$ cat src/rtl/ace_3state_fsm.sv
// ---------------------------------------------------------------------------
// ace_3state_fsm
//   Coherence controller for a single cache line. It implements a reduced ACE
//   model with three states: INVALID, UNIQUE_CLEAN and UNIQUE_DIRTY. Local
//   read/write requests and incoming snoops are decoded once per clock. The
//   block drives a registered one-hot state indication and registered
//   one-cycle action strobes towards the cache data array and memory port.
//
//   Build option: define ACE_WRITE_ALLOCATE_EN to allocate the line on a
//   write miss. In that build, awvalid in INVALID moves to UNIQUE_DIRTY and
//   pulses write_cache. In the default build the write goes straight to
//   memory and the line stays INVALID.
//
//   Handshake: a snoop is taken only when acvalid & crready are both high
//   on a rising edge. acvalid with crready low is a stalled snoop; it does
//   nothing and does not block lower-priority requests. awvalid and arvalid
//   are level requests with no back-pressure. Each high cycle is one
//   request, and a request held high repeats its action every cycle.
//   Priority per edge: snoop > write > read.
//
// Ports
//   clk            in   system clock, rising edge
//   rst_n          in   asynchronous active-low reset
//   acvalid        in   snoop request valid
//   awvalid        in   local write request
//   arvalid        in   local read request
//   crready        in   snoop response channel ready
//   acsnoop        in   snoop type: 0 = clean (keep copy), 1 = invalidating
//   invalid        out  state == INVALID
//   unique_clean   out  state == UNIQUE_CLEAN
//   unique_dirty   out  state == UNIQUE_DIRTY
//   write_main_mem out  strobe: write line/data to main memory
//   write_cache    out  strobe: write data into cache line
//   read_main_mem  out  strobe: fetch line from main memory
//   read_cache     out  strobe: read data from cache line
// ---------------------------------------------------------------------------
module ace_3state_fsm (
  input  logic clk,
  input  logic rst_n,
  input  logic acvalid,
  input  logic awvalid,
  input  logic arvalid,
  input  logic crready,
  input  logic acsnoop,
  output logic invalid,
  output logic unique_clean,
  output logic unique_dirty,
  output logic write_main_mem,
  output logic write_cache,
  output logic read_main_mem,
  output logic read_cache
);

  localparam logic [1:0] ST_INVALID      = 2'b00;
  localparam logic [1:0] ST_UNIQUE_CLEAN = 2'b01;
  localparam logic [1:0] ST_UNIQUE_DIRTY = 2'b10;

  logic [1:0] state_q, state_d;
  logic       invalid_q, invalid_d;
  logic       unique_clean_q, unique_clean_d;
  logic       unique_dirty_q, unique_dirty_d;
  logic       write_main_mem_q, write_main_mem_d;
  logic       write_cache_q, write_cache_d;
  logic       read_main_mem_q, read_main_mem_d;
  logic       read_cache_q, read_cache_d;
  logic       snp;

  assign snp = acvalid & crready;

  always_comb begin
    state_d          = state_q;
    write_main_mem_d = 1'b0;
    write_cache_d    = 1'b0;
    read_main_mem_d  = 1'b0;
    read_cache_d     = 1'b0;

    case (state_q)
      ST_INVALID: begin
        if (snp) begin
          // Nothing is cached, so there is nothing to supply or drop.
          state_d = ST_INVALID;
        end else if (awvalid) begin
`ifdef ACE_WRITE_ALLOCATE_EN
          state_d       = ST_UNIQUE_DIRTY;
          write_cache_d = 1'b1;
`else
          write_main_mem_d = 1'b1;
`endif
        end else if (arvalid) begin
          state_d         = ST_UNIQUE_CLEAN;
          read_main_mem_d = 1'b1;
        end
      end

      ST_UNIQUE_CLEAN: begin
        if (snp) begin
          // The clean copy matches memory, so no writeback is needed.
          if (acsnoop) state_d = ST_INVALID;
        end else if (awvalid) begin
          state_d       = ST_UNIQUE_DIRTY;
          write_cache_d = 1'b1;
        end else if (arvalid) begin
          read_cache_d = 1'b1;
        end
      end

      ST_UNIQUE_DIRTY: begin
        if (snp) begin
          // Dirty data must reach memory before the copy is shared or dropped.
          write_main_mem_d = 1'b1;
          state_d          = acsnoop ? ST_INVALID : ST_UNIQUE_CLEAN;
        end else if (awvalid) begin
          write_cache_d = 1'b1;
        end else if (arvalid) begin
          read_cache_d = 1'b1;
        end
      end

      default: begin
        // Illegal encoding 2'b11: return to a safe state with no side effects.
        state_d = ST_INVALID;
      end
    endcase

    // The one-hot flags are registered copies of the next state. They stay
    // one-hot even if the binary state register holds the illegal code.
    invalid_d      = (state_d == ST_INVALID);
    unique_clean_d = (state_d == ST_UNIQUE_CLEAN);
    unique_dirty_d = (state_d == ST_UNIQUE_DIRTY);
  end

  always_ff @(posedge clk or negedge rst_n) begin
    if (!rst_n) begin
      state_q          <= ST_INVALID;
      invalid_q        <= 1'b1;
      unique_clean_q   <= 1'b0;
      unique_dirty_q   <= 1'b0;
      write_main_mem_q <= 1'b0;
      write_cache_q    <= 1'b0;
      read_main_mem_q  <= 1'b0;
      read_cache_q     <= 1'b0;
    end else begin
      state_q          <= state_d;
      invalid_q        <= invalid_d;
      unique_clean_q   <= unique_clean_d;
      unique_dirty_q   <= unique_dirty_d;
      write_main_mem_q <= write_main_mem_d;
      write_cache_q    <= write_cache_d;
      read_main_mem_q  <= read_main_mem_d;
      read_cache_q     <= read_cache_d;
    end
  end

  assign invalid        = invalid_q;
  assign unique_clean   = unique_clean_q;
  assign unique_dirty   = unique_dirty_q;
  assign write_main_mem = write_main_mem_q;
  assign write_cache    = write_cache_q;
  assign read_main_mem  = read_main_mem_q;
  assign read_cache     = read_cache_q;

endmodule

$ cat config.mk
export PLATFORM = sky130hd
export DESIGN_NAME = ace_3state_fsm
export DESIGN_NICKNAME = d
export VERILOG_FILES = /design/src/rtl/ace_3state_fsm.sv
export SDC_FILE = /design/constraint.sdc
export NUM_CORES = 1
export LEC_CHECK = 0
export CORE_AREA = 2 2 39 41
export DETAILED_ROUTE_END_ITERATION = 8
export DIE_AREA = 0 0 41 43
export PLACE_DENSITY_LB_ADDON = 0.2
export SLEW_MARGIN = 20
export SYNTH_ARGS = -nofsm -noshare
export SYNTH_HDL_FRONTEND = slang
export SYNTH_SLANG_ARGS = --single-unit
$ cat constraint.sdc
create_clock -name clk -period 1.99 [get_ports clk]
set_input_delay 0.597 -clock clk [delete_from_list [all_inputs] [get_ports clk]]
set_output_delay 0.597 -clock clk [all_outputs]
set_load 0.01 [all_outputs]
; Word level (Yosys, flattened, before mapping)
; Cells that the tools add are included.
[classes]
n_eq_ne = 4
n_mux = 19
bitwise_logic = 1
reduce_logical = 3
[ops]
columns = cell, n
row1 = $mux 2, 7
row2 = $mux 1, 10
row3 = $pmux 2 s3, 1
row4 = $eq 2x1->1 const B, 2
row5 = $eq 2x2->1 const B, 2
row6 = $logic_not 2->1, 2
row7 = $pmux 1 s2, 1
row8 = $reduce_or 2->1, 1
row9 = $and 1x1->1, 1
[word_totals]
register_bits = 9
inputBits = 7
output_inout_bits = 7
wordCells = 35

; Longest topological paths before layout
[depth]
depth_word = 5
ltp_mapped = 6

; Worst setup path after synthesis
; Ideal clock, no wire load.
[synth_path]
kind = register -> register
start = register state_q[0]
end = register unique_dirty_q, in the netlist unique_dirty
arrival_ns = 1.423
path_slack_ns = 0.500
stages_incl_launch_ff = 7
synth_period_minus_slack_ns = 1.490
cell_sequence = dfrtp_1 > inv_1 > ha_1 > and3b_1 > o32ai_4 > a22o_1 > and3_1
[synth_between]
elab_chain_cells = 5
elab_cells_between_ends = 12
[synth_lines]
columns = element, line
row1 = start: declaration, 58  ; logic [1:0] state_q, state_d;
row2 = start signal: assignment, 143  ; state_q <= state_d;
row3 = $mux 2, 89  ; end else if (arvalid) begin
row4 = $mux 2, 82  ; end else if (awvalid) begin
row5 = $mux 2, 79  ; if (snp) begin
row6 = $pmux 2 s3 *, 77  ; case (state_q)
row7 = $eq 2x2->1 *, 129  ; unique_dirty_d = (state_d == ST_UNIQUE_DIRTY);
row8 = via unique_dirty_d, 61  ; logic unique_dirty_q, unique_dirty_d;
row9 = end signal: assignment, 146  ; unique_dirty_q <= unique_dirty_d;
row10 = end: declaration, 61
; The timed path passes the listed nets; every way through them passes the cells marked *.

; Final worst setup path
[layout_path]
start = register invalid_q, in the netlist invalid
end = output port invalid
[layout_rtl]
columns = element, line
row1 = start: declaration, 59  ; logic invalid_q, invalid_d;
row2 = start signal: assignment, 144  ; invalid_q <= invalid_d;
row3 = end: declaration, 45  ; output logic invalid,
; No word-level cell between the ends.

==> results by group <==
Pwr
  – Net Sw Frac: about a third
  – Pwr Density: between 1000 and 1500 nW/um^2
  – Combinational share of power: 48.4%
  – P_sw: around 0.26 mW
  – Seq pwr share: 35.7%
  – Leak: ~0.31 nW
  – Pint: 0.555 mW
  – Power share of the clock group: about 16%
  – Max VDD drop: ~0.00052 V

Critical path
  – Largest stage delay, worst path: between 0.5 and 0.6 ns
  – CP Cell Sequence: clkdlybuf4s50_1
  – Required time worst endpoint: ~1.4 ns
  – Crit-path max FO: 1
  – Reg2reg path depth: 6
  – Crit-path leading delay family: buffers and inverters
  – Crit end category: primary output
  – CP bufs+invs: 1
  – CP startpoint kind: register
  – Levels on crit path: 1
  – Slowest CP cell: clkdlybuf4s50_1
  – Kind of critical path: register to primary output
  – Worst path arrival time: ~1.3 ns

Floorplan
  – DIE WIDTH: just over 40 um
  – Die area: roughly 1800 sq um
  – Initial core utilization: between 30% and 40%
  – Die Height: 43 um
  – # rows: 14
  – Num ports: 14
  – Core ar.: approximately 1400 sq um

Yosys
  – Top_reg_cell synth: dfrtp_1
  – Post-synth EDFFs: 0
  – Yosys warns: 0
  – Async S/R FF share, synth: 100%
  – Sequential fraction of the synthesis area: between 40 and 50%
  – Mapped Cells: 40
  – Seq cells post-synth: 9
  – Unique masters post-synth: 22
  – Post-synthesis cell area: approximately 480 sq um
  – Net Count, Synth: just over 50
  – Syn avg cell area: about 12 sq um

Timing
  – Fmax: about 530 MHz
  – Slew headroom: 76.0%
  – Setup repair after global routing missed its margin: false
  – Final setup vio count: 0
  – Final setup TNS: 0 ns
  – Tcrit/Tclk final: between 90 and 100%
  – Fin Hold WS: roughly 0.62 ns
  – Hold violation count in the final report: 0
  – Fin. max-slew vios: 0
  – Final Skew: a little over 0.002 ns
  – Slew of the pin with the lowest slew margin: around 0.36 ns
  – Final worst path period need: about 1.9 ns

Placed design
  – Port Buffers: 13
  – DP HPWL: 661 um
  – RePlAce Congestion: ~0.77

GRT
  – Overall routing resource usage: about an eighth
  – First-pass GRT wire length: around 1.4 mm
  – Overflow after GRT: 0
  – Pin count of the biggest net entering global routing: 10
  – Initial antenna violation count: 0
  – Number of global-route vias before repair: around 380

Worst hold path
  – Hold crit path type: primary input to async pin

CTS
  – Root buffer cell: clkbuf_4
  – Hold_buf cts: 0
  – Sink Count: 9
  – TritonCTS clock tree: built
  – Clock tree buffer depth: 2
  – CTS resizes: 0
  – TritonCTS Buffers: 3
  – Htree depth: 1
  – Setup bufs post-CTS: 0
  – Clk Latency, worst-skew pair: roughly 0.25 ns
  – Clk slew on worst S/H paths: 0.05 ns

Outcome
  – Status: finished, final reports clean

Finish
  – Most frequent cells in the layout: clkdlybuf4s50_1, dfrtp_1, ha_1
  – Share of layout cells above drive strength 1: about a fifth
  – Fillers: about 140
  – Layout Nets: between 70 and 80
  – Commonest non-fill, non-tap cell in the layout: clkdlybuf4s50_1
  – Number of antenna diodes: 0
  – Synth-to-Final Area Change: 39.6%

Flow run
  – Max-cap violations: 0

Route
  – Antenna Violating Nets Remaining: 0
  – Final wirelength: approximately 780 um
  – Via density: about 4.6
  – DRT Pass-1 Iters: 2
  – Routed vias: around 350
  – Routed wire per std cell: about 10 um
  – # DRC: 0
  – Initial detailed-routing violation count: 2
## per-layer routing
| metal | GRT usage [%] | up-vias | wire (um) | share of wire [%] |
|---|---|---|---|---|
| met5 | 0 | - | 0 | 0 |
| met4 | 12.0 | 0 | 31 | 4.0 |
| met3 | 1.57 | 4 | 37 | 4.8 |
| met2 | 17.2 | 12 | 361 | 47 |
| met1 | 15.3 | 153 | 345 | 44 |
| li1 | - | 179 | - | - |
## power by group through the flow
stage	Clock [mW]	Sequential, mW	Combinational, mW
floorplan	0	0.313	0.213
global placement	0	0.294	0.397
detailed placement	0	0.298	0.397
CTS	0.137	0.294	0.398
global route	0.149	0.301	0.439
finish	0.130	0.293	0.396
## worst paths after layout
| path | start | end | slack, ns |
|---|---|---|---|
| worst max register to register | state_q[0] | unique_dirty | 0.37 |
| worst max-delay path | invalid | invalid | 0.11 |
| min in group clk | state_q[0] | state_q[0] | 0.74 |
| max in group asynchronous | rst_n | invalid | 1.06 |
| worst min register to register | state_q[0] | state_q[0] | 0.74 |
| worst min-delay path | rst_n | write_cache | 0.62 |
## kinds of logic after synthesis
kind of cell	synth area share, %
buffers and inverters	1.55
adder cells (fa/ha/maj)	10.4
AO/OA/AOI/OAI	23.3
flip-flops	46.9
AND/OR/NAND/NOR	17.9
## sequential cells by signal, indices dropped and copies added, names as in the netlist
signal          cells
unique_dirty        1
write_cache         1
unique_clean        1
read_cache          1
write_main_mem      1
state_q             2
invalid             1
read_main_mem       1
## through the flow
stage / cells / total power [mW] / cell area (sq um) / setup slack, ns / utilization (%)
floorplan: 40 / 0.526 / 483 / 0.500 / -
global placement: 71 / 0.691 / 648 / 0.0100 / 46.8
detailed placement: 71 / 0.695 / 648 / 0.0137 / 46.8
CTS: 75 / 0.829 / 674 / 0.0956 / 48.7
global route: 75 / 0.890 / 674 / 0.0470 / 48.7
finish: 75 / 0.819 / 674 / 0.111 / 48.7
## final cells by class
type,instances,area [sq um],area share (%)
clock buffer,4,26.3,3.90
inverter,2,7.51,1.11
multi-input combinational,29,249,36.9
sequential,9,226,33.6
tap,16,20.0,2.97
timing repair buffer,15,145,21.5
## synthesized netlist by cell type, drive strengths merged (2+ instances only)
master | n | area, sq um
ha | 4 | 50.1
and2 | 3 | 21.3
nand2 | 3 | 11.3
a21boi | 4 | 37.5
dfrtp | 8 | 200
and3 | 3 | 18.8
inv | 2 | 7.51
a21oi | 3 | 26.3
Note: power is estimated with default switching activity, not from simulation.
